--- src/rtl/apb_pkg.sv ---
// Shared definitions for the APB register-bank slave.
//   apb_state_e : FSM states (IDLE, WAIT, ACCESS)
//   strb_w()    : number of byte strobes for a given data width
//   idx_lsb()   : number of byte-offset address bits for a given data width
//   strb_merge(): byte-enabled merge of write data into an existing word
package apb_pkg;

    typedef enum logic [1:0] {
        IDLE   = 2'd0,
        WAIT   = 2'd1,
        ACCESS = 2'd2
    } apb_state_e;

    // Merge helpers work at the widest legal data width; callers cast down.
    localparam int unsigned MAX_DATA_W = 32;
    localparam int unsigned MAX_STRB_W = MAX_DATA_W / 8;

    function automatic int unsigned strb_w(input int unsigned data_w);
        return data_w / 8;
    endfunction

    function automatic int unsigned idx_lsb(input int unsigned data_w);
        return $clog2(data_w / 8);
    endfunction

    // Bytes whose strobe is set come from new_val, the rest from old_val.
    function automatic logic [MAX_DATA_W-1:0] strb_merge(
        input logic [MAX_DATA_W-1:0] old_val,
        input logic [MAX_DATA_W-1:0] new_val,
        input logic [MAX_STRB_W-1:0] strb
    );
        logic [MAX_DATA_W-1:0] res;
        res = old_val;
        for (int b = 0; b < int'(MAX_STRB_W); b++) begin
            if (strb[b]) begin
                res[8*b +: 8] = new_val[8*b +: 8];
            end
        end
        return res;
    endfunction

endpackage

--- src/rtl/apb_regfile.sv ---
// DEPTH x DATA_W register storage with one byte-enabled write port and one
// combinational read port. Out-of-range indices write nothing and read 0.
// Ports:
//   clk, rst        : clock, asynchronous active-high reset (loads RESET_VAL)
//   we, widx        : write enable and word index
//   wdata, wstrb    : write data and byte strobes
//   ridx, rdata     : read word index and combinational read data
module apb_regfile
    import apb_pkg::*;
#(
    parameter int unsigned         DATA_W    = 32,
    parameter int unsigned         DEPTH     = 16,
    parameter int unsigned         IDX_W     = 6,
    parameter logic [DATA_W-1:0]   RESET_VAL = '0,
    localparam int unsigned        STRB_W    = strb_w(DATA_W)
) (
    input  logic              clk,
    input  logic              rst,
    input  logic              we,
    input  logic [IDX_W-1:0]  widx,
    input  logic [DATA_W-1:0] wdata,
    input  logic [STRB_W-1:0] wstrb,
    input  logic [IDX_W-1:0]  ridx,
    output logic [DATA_W-1:0] rdata
);

    localparam int unsigned MEM_IDX_W = (DEPTH > 1) ? $clog2(DEPTH) : 1;

    logic [DATA_W-1:0] mem [DEPTH];

    logic                 w_in_range;
    logic                 r_in_range;
    logic [MEM_IDX_W-1:0] w_mem_idx;
    logic [MEM_IDX_W-1:0] r_mem_idx;
    logic [DATA_W-1:0]    w_merged;

    assign w_in_range = (32'(widx) < DEPTH);
    assign r_in_range = (32'(ridx) < DEPTH);
    assign w_mem_idx  = MEM_IDX_W'(widx);
    assign r_mem_idx  = MEM_IDX_W'(ridx);
    assign w_merged   = DATA_W'(strb_merge(MAX_DATA_W'(mem[w_mem_idx]),
                                           MAX_DATA_W'(wdata),
                                           MAX_STRB_W'(wstrb)));

    // Storage with byte-enabled write.
    always_ff @(posedge clk or posedge rst) begin
        if (rst) begin
            for (int i = 0; i < int'(DEPTH); i++) begin
                mem[i] <= RESET_VAL;
            end
        end else if (we && w_in_range) begin
            mem[w_mem_idx] <= w_merged;
        end
    end

    // Combinational read port.
    assign rdata = r_in_range ? mem[r_mem_idx] : '0;

endmodule

--- src/rtl/apb_slave_regbank.sv ---
// Parametrised APB slave register bank with wait states, byte strobes and
// error response on out-of-range or misaligned addresses.
// Ports:
//   pclk, rst                      : clock, asynchronous active-high reset
//   paddr, psel, penable, pwrite   : APB request
//   pwdata, pstrb                  : write data and byte strobes
//   pready, prdata, pslverr        : registered APB response
module apb_slave_regbank
    import apb_pkg::*;
#(
    parameter int unsigned       ADDR_W      = 8,
    parameter int unsigned       DATA_W      = 32,
    parameter int unsigned       DEPTH       = 16,
    parameter int unsigned       WAIT_STATES = 0,
    parameter logic [DATA_W-1:0] RESET_VAL   = '0,
    localparam int unsigned      STRB_W      = strb_w(DATA_W)
) (
    input  logic              pclk,
    input  logic              rst,
    input  logic [ADDR_W-1:0] paddr,
    input  logic              psel,
    input  logic              penable,
    input  logic              pwrite,
    input  logic [DATA_W-1:0] pwdata,
    input  logic [STRB_W-1:0] pstrb,
    output logic              pready,
    output logic [DATA_W-1:0] prdata,
    output logic              pslverr
);

    localparam int unsigned IDX_LSB = idx_lsb(DATA_W);
    localparam int unsigned IDX_W   = ADDR_W - IDX_LSB;
    localparam int unsigned CNT_W   = 4;

    apb_state_e state, state_nxt;
    logic [CNT_W-1:0]  cnt, cnt_nxt;

    // Latched setup-phase request.
    logic [IDX_W-1:0]  idx_q;
    logic              wr_q;
    logic [DATA_W-1:0] wdata_q;
    logic [STRB_W-1:0] strb_q;
    logic              err_q;

    logic              pready_nxt;
    logic [DATA_W-1:0] prdata_nxt;
    logic              pslverr_nxt;

    logic              capture_c;
    logic [IDX_W-1:0]  cap_idx_c;
    logic              cap_err_c;
    logic              commit_c;
    logic [IDX_W-1:0]  acc_idx_c;
    logic              acc_wr_c;
    logic              acc_err_c;
    logic [DATA_W-1:0] rdata_c;
    logic [DATA_W-1:0] rd_val_c;

    // Setup decode: a setup phase is accepted only from IDLE or ACCESS.
    assign capture_c = psel && !penable && (state == IDLE || state == ACCESS);
    assign cap_idx_c = IDX_W'(paddr >> IDX_LSB);
    assign cap_err_c = (32'(cap_idx_c) >= DEPTH) ||
                       ((paddr & ADDR_W'((1 << IDX_LSB) - 1)) != '0);

    // Write lands on the edge that ends ACCESS.
    assign commit_c  = (state == ACCESS) && wr_q && !err_q;

    // Request that will own the next ACCESS cycle.
    assign acc_idx_c = capture_c ? cap_idx_c : idx_q;
    assign acc_wr_c  = capture_c ? pwrite    : wr_q;
    assign acc_err_c = capture_c ? cap_err_c : err_q;

    // A read captured on the same edge a write to that word commits sees the new data.
    assign rd_val_c = (commit_c && acc_idx_c == idx_q)
                    ? DATA_W'(strb_merge(MAX_DATA_W'(rdata_c), MAX_DATA_W'(wdata_q),
                                         MAX_STRB_W'(strb_q)))
                    : rdata_c;

    apb_regfile #(
        .DATA_W    (DATA_W),
        .DEPTH     (DEPTH),
        .IDX_W     (IDX_W),
        .RESET_VAL (RESET_VAL)
    ) u_regfile (
        .clk   (pclk),
        .rst   (rst),
        .we    (commit_c),
        .widx  (idx_q),
        .wdata (wdata_q),
        .wstrb (strb_q),
        .ridx  (acc_idx_c),
        .rdata (rdata_c)
    );

    // State, counter and registered response.
    always_ff @(posedge pclk or posedge rst) begin
        if (rst) begin
            state   <= IDLE;
            cnt     <= '0;
            pready  <= 1'b0;
            prdata  <= '0;
            pslverr <= 1'b0;
        end else begin
            state   <= state_nxt;
            cnt     <= cnt_nxt;
            pready  <= pready_nxt;
            prdata  <= prdata_nxt;
            pslverr <= pslverr_nxt;
        end
    end

    // Setup-phase request latch.
    always_ff @(posedge pclk or posedge rst) begin
        if (rst) begin
            idx_q   <= '0;
            wr_q    <= 1'b0;
            wdata_q <= '0;
            strb_q  <= '0;
            err_q   <= 1'b0;
        end else if (capture_c) begin
            idx_q   <= cap_idx_c;
            wr_q    <= pwrite;
            wdata_q <= pwdata;
            strb_q  <= pstrb;
            err_q   <= cap_err_c;
        end
    end

    // Next-state and response decode.
    always_comb begin
        state_nxt   = state;
        cnt_nxt     = cnt;
        pready_nxt  = 1'b0;
        prdata_nxt  = '0;
        pslverr_nxt = 1'b0;

        case (state)
            IDLE, ACCESS: begin
                state_nxt = IDLE;
                if (capture_c) begin
                    if (WAIT_STATES == 0) begin
                        state_nxt = ACCESS;
                    end else begin
                        state_nxt = WAIT;
                        cnt_nxt   = CNT_W'(WAIT_STATES - 1);
                    end
                end
            end
            WAIT: begin
                if (!psel) begin
                    state_nxt = IDLE;
                end else if (cnt == '0) begin
                    state_nxt = ACCESS;
                end else begin
                    cnt_nxt = cnt - CNT_W'(1);
                end
            end
            default: state_nxt = IDLE;
        endcase

        if (state_nxt == ACCESS) begin
            pready_nxt  = 1'b1;
            pslverr_nxt = acc_err_c;
            if (!acc_wr_c && !acc_err_c) begin
                prdata_nxt = rd_val_c;
            end
        end
    end

endmodule
--- config.mk ---
export PLATFORM = sky130hd
export DESIGN_NAME = apb_slave_regbank
export DESIGN_NICKNAME = d
export VERILOG_FILES = /design/src/rtl/apb_pkg.sv /design/src/rtl/apb_regfile.sv /design/src/rtl/apb_slave_regbank.sv
export SDC_FILE = /design/constraint.sdc
export NUM_CORES = 2
export LEC_CHECK = 0
export ABC_CLOCK_PERIOD_IN_PS = 57100
export CORE_MARGIN = 8
export CORE_UTILIZATION = 40
export CTS_BUF_LIST = sky130_fd_sc_hd__clkbuf_8 sky130_fd_sc_hd__clkbuf_16
export DETAILED_ROUTE_END_ITERATION = 6
export PLACE_DENSITY = 0.57
export RECOVER_POWER = 50
export SYNTH_ARGS = -nofsm -noshare
export SYNTH_HDL_FRONTEND = slang
export SYNTH_SLANG_ARGS = --single-unit
--- constraint.sdc ---
create_clock -name pclk -period 57.1 [get_ports pclk]
set_input_delay 5.71 -clock pclk [delete_from_list [all_inputs] [get_ports pclk]]
set_output_delay 5.71 -clock pclk [all_outputs]
set_load 0.01 [all_outputs]
==> flow_results.org <==
** Placement
- Detailed placement ended at an HPWL of 58.2 mm.
- The congestion estimate from routability-driven global placement came to around 0.79.
- The number of placed instances, taps included, is about 4200.
- Placed inst area :: roughly 0.033 mm²
- Buffers placed on the I/O ports in this run total 82.

** Routing
- The routed design has about 110 mm of wire.
- Once detail routing completed, the nets flagged for antenna violations numbered 0.
- Dividing the detail-routed wire length by the instance count gives 24.6 µm.
- Dividing the detail-routed via count by the number of cells gives 5.84.
- Across all layers, the routed design uses ~25000 vias.
- Number of DRC markers in iteration 0 :: roughly 2700
- DRT Pass-1 Iters :: 7
- After detailed routing, the number of remaining DRC violations is 0.

** Worst setup path
- CP delay by family, top :: buffers and inverters
- Kind of capture point of the worst setup path :: async pin
- Setup slack of the most critical reg-to-reg path :: ~46 ns
- CP Max Fanout :: 107
- Series of cell instances along the critical path :: dlygate4sd3_1 -> clkinvlp_2 -> buf_4 -> buf_4 -> buf_4
- Cell type with the highest occurrence count on the critical path :: buf_4
- Nature of the critical path startpoint :: primary input
- Delay of the slowest critical-path stage :: ~2.8 ns
- The critical path is of the primary input to async pin type.
- STA puts the critical path data arrival time at approximately 12 ns.
- Number of buffer and inverter stages on the critical path :: 5
- Required @ worst endpoint :: 57.72 ns
- Critical-path cell with the highest stage delay :: clkinvlp_2

** Synthesis
- Gate Count Post-Synth :: ~3300
- Synthesis inferred between 500 and 600 register bits.
- Sequential elements use 46.7% of the synthesized area.
- Area fraction in compound gates after synthesis :: 16.5%
- Post-Synth Simple-Gate Area :: around 15%
- Number of library cell types mapped by synthesis :: 49
- Fraction of synthesized area in multiplexers :: ~17%
- Number of nets in the synthesized netlist :: ~3400
- Top FF cell, synth :: dfrtp_1
- Post-synth EDFFs :: 0
- The synthesized netlist devotes less than 1% of its cell area to adder and majority cells.
- Of all flip-flops after synthesis, the portion carrying an async set or reset was 100%.
- Synthesis warning total :: 0
- After synthesis, the largest family of logic cells by area is multiplexers.
- Summing every instance area after synthesis gives 0.0319 mm².
- In this run the mean area of a mapped cell was about 9.6 µm².
- Synth Area in XOR/XNOR :: less than 1%

** CTS
- For the worst-skew pair, the clock arrives at the later sink with an insertion delay of between 0.6 and 0.7 ns.
- The number of hold buffers added after CTS was 0.
- TritonCTS built the clock tree.
- Level count of the clock H-tree :: 3
- Number of CTS-inserted buffers :: between 70 and 80
- Clock edge transition at the registers on the reported setup and hold paths :: ~0.06 ns
- Number of post-CTS setup repair buffers :: 0
- Cell at the root of the clock tree :: clkbuf_16
- No sink is reached through more buffers than the 3 on the longest clock path.
- Post-CTS resize count :: 0
- Count of clock tree sinks :: 596

** Finish
- Sequential cell area :: roughly 0.015 mm²
- Highest-count cells in the layout ignoring fill and taps :: a21oi_1 (712), dfrtp_1 (594), nor2_1 (537), nand2_1 (356), mux2i_1 (151)
- Diodes inserted :: 0
- Area Overhead vs Synth :: 11.2%
- Net count reported at finish :: roughly 3300
- Filler instances :: approximately 7500
- Of the cells placed in the final design, the portion with a size suffix greater than 1 is 10.3%.
- Footprint of the multi-input gates :: roughly 0.016 mm²
- Once layout is done, the placed cells without fillers occupy about 0.035 mm².
- The library cell used most frequently in the layout, excluding fill and tap cells, is a21oi_1.
- Post-route insts no fill :: 4349

** Timing
- Max Fclk :: between 80 and 90 MHz
- Relative slew margins :: -237%
- At the pin with the least slew margin, the transition time is slightly above 5 ns.
- The count of pins over their slew limit came to between 1000 and 1500.
- RSZ-0062 raised after global routing :: no
- Setup Viol. Count Final :: 0
- Subtracting the final worst setup slack from the clock period gives between 10 and 15 ns.
- On the final layout, the worst clock skew is roughly 0.022 ns.
- Share of the clock period used by the worst path :: roughly a fifth
- Setup total negative slack on the finished layout was measured at 0 ns.
- Number of failing hold endpoints at the final stage :: 0
- Hold is met by 0.476 ns.

** GRT
- Number of global-route vias before repair :: 24800
- Largest net degree at the start of global routing :: approximately 160
- Total overflow reported by the global router :: 0
- The first global-routing pass estimated between 150 and 200 mm of wire.
- Number of antenna violations at the first check in global routing :: 2
- In the global route stage, overall resource usage came out at 23.5%.

** Outcome
- Run status :: finished with violations
- Violated checks :: capacitance limit, slew limit

** Die
- Initial standard-cell utilization of the core :: slightly above 40%
- The floorplan has 103 rows.
- Horiz. Die Dim :: 298 µm
- Overall die height :: a little under 300 µm
- The core region is about 0.079 mm².
- The die covers 0.0891 mm².
- 83 I/O pins were placed.

** Flow run
- Maxcap violations :: 28

** Hold path
- Hold Path Class :: register to register

** Power
- Peak supply drop :: between 0.015 and 0.02 mV
- Power per standard cell area :: about 34 mW/mm²
- Static power due to leakage :: 14.8 nW
[sequential cells by signal, indices dropped and copies added, names as in the netlist]
register	count
strb_q	4
cnt	4
pslverr	1
state	2
pready	1
wr_q	1
err_q	1
wdata_q	32
prdata	32
u_regfile.mem	512
idx_q	6
[stage by stage]
| step | setup WS, ns | power [mW] | util [%] |
|---|---|---|---|
| detailed placement | 46.81 | 0.764 | 42.2 |
| CTS | 47.44 | 1.23 | 45.3 |
| floorplan | 34.71 | 0.692 | - |
| global route | 44.63 | 1.27 | 44.9 |
| finish | 45.72 | 1.22 | 44.9 |
| global placement | 46.89 | 0.760 | 42.2 |
[cell families (layout without fill, tap and decap cells)]
logic type / after synthesis / after routing
flip-flops: 596 / 596
multiplexers: 327 / 327
adder cells (fa/ha/maj): 1 / 1
XOR/XNOR: 9 / 9
AND/OR/NAND/NOR: 1109 / 1109
AO/OA/AOI/OAI: 957 / 957
buffers and inverters: 332 / 300
[cell type report]
class / instances / area share [%]
repair buffers: 136 / 3.35
clock inverters: 36 / 0.822
multi-input cells: 2403 / 43.8
flip-flops and latches: 596 / 42.0
inverters: 37 / 0.409
well taps: 1050 / 3.70
clock buffers: 91 / 5.91
[where the power goes]
part	switching, mW	internal (mW)	leakage [nW]
logic	0.145	0.0968	5.41
clock network	0.184	0.280	1.26
registers	0.0468	0.469	8.14
[path summary, 6_finish.rpt]
kind / from / end / depth (start not counted)
worst max register to register: idx_q[1] / u_regfile.mem[15] / 6
worst max-delay path: rst / prdata[12] / 5
worst min-delay path: cnt[3] / cnt[3] / 1
min in group asynchronous: rst / cnt[3] / 2
max in group pclk: idx_q[1] / u_regfile.mem[15] / 6
worst min register to register: cnt[3] / cnt[3] / 1
[metal layers]
layer,vias up,share of wire (%),global-route usage (%)
li1,11600,-,-
met3,215,6.5,3.89
met5,-,0.012,0
met2,931,47,38.5
met4,2,3.3,7.89
met1,12700,43,31.8
[synth_stat cells (7+ instances only)]
cell	count	area, µm²
o211ai_1	70	526
mux4_2	150	3380
nand2_1	360	1350
buf_4	20	150
nor2_1	543	2040
nor4_1	8	50.1
nand3_1	19	95.1
mux2i_4	20	450
o41ai_1	17	149
clkbuf_1	140	526
nand2b_1	142	888
o2111ai_1	25	219
buf_1	20	75.1
buf_2	113	566
xnor2_1	9	78.8
mux2i_2	12	165
o21ai_0	56	280
o221ai_1	7	61.3
nor2b_1	7	43.8
a21oi_1	712	3560
a31oi_1	8	50.1
mux2i_1	143	1430
inv_1	36	135
o22ai_1	45	282
dfrtp_1	596	14900
(Power assumes the default switching activity.)
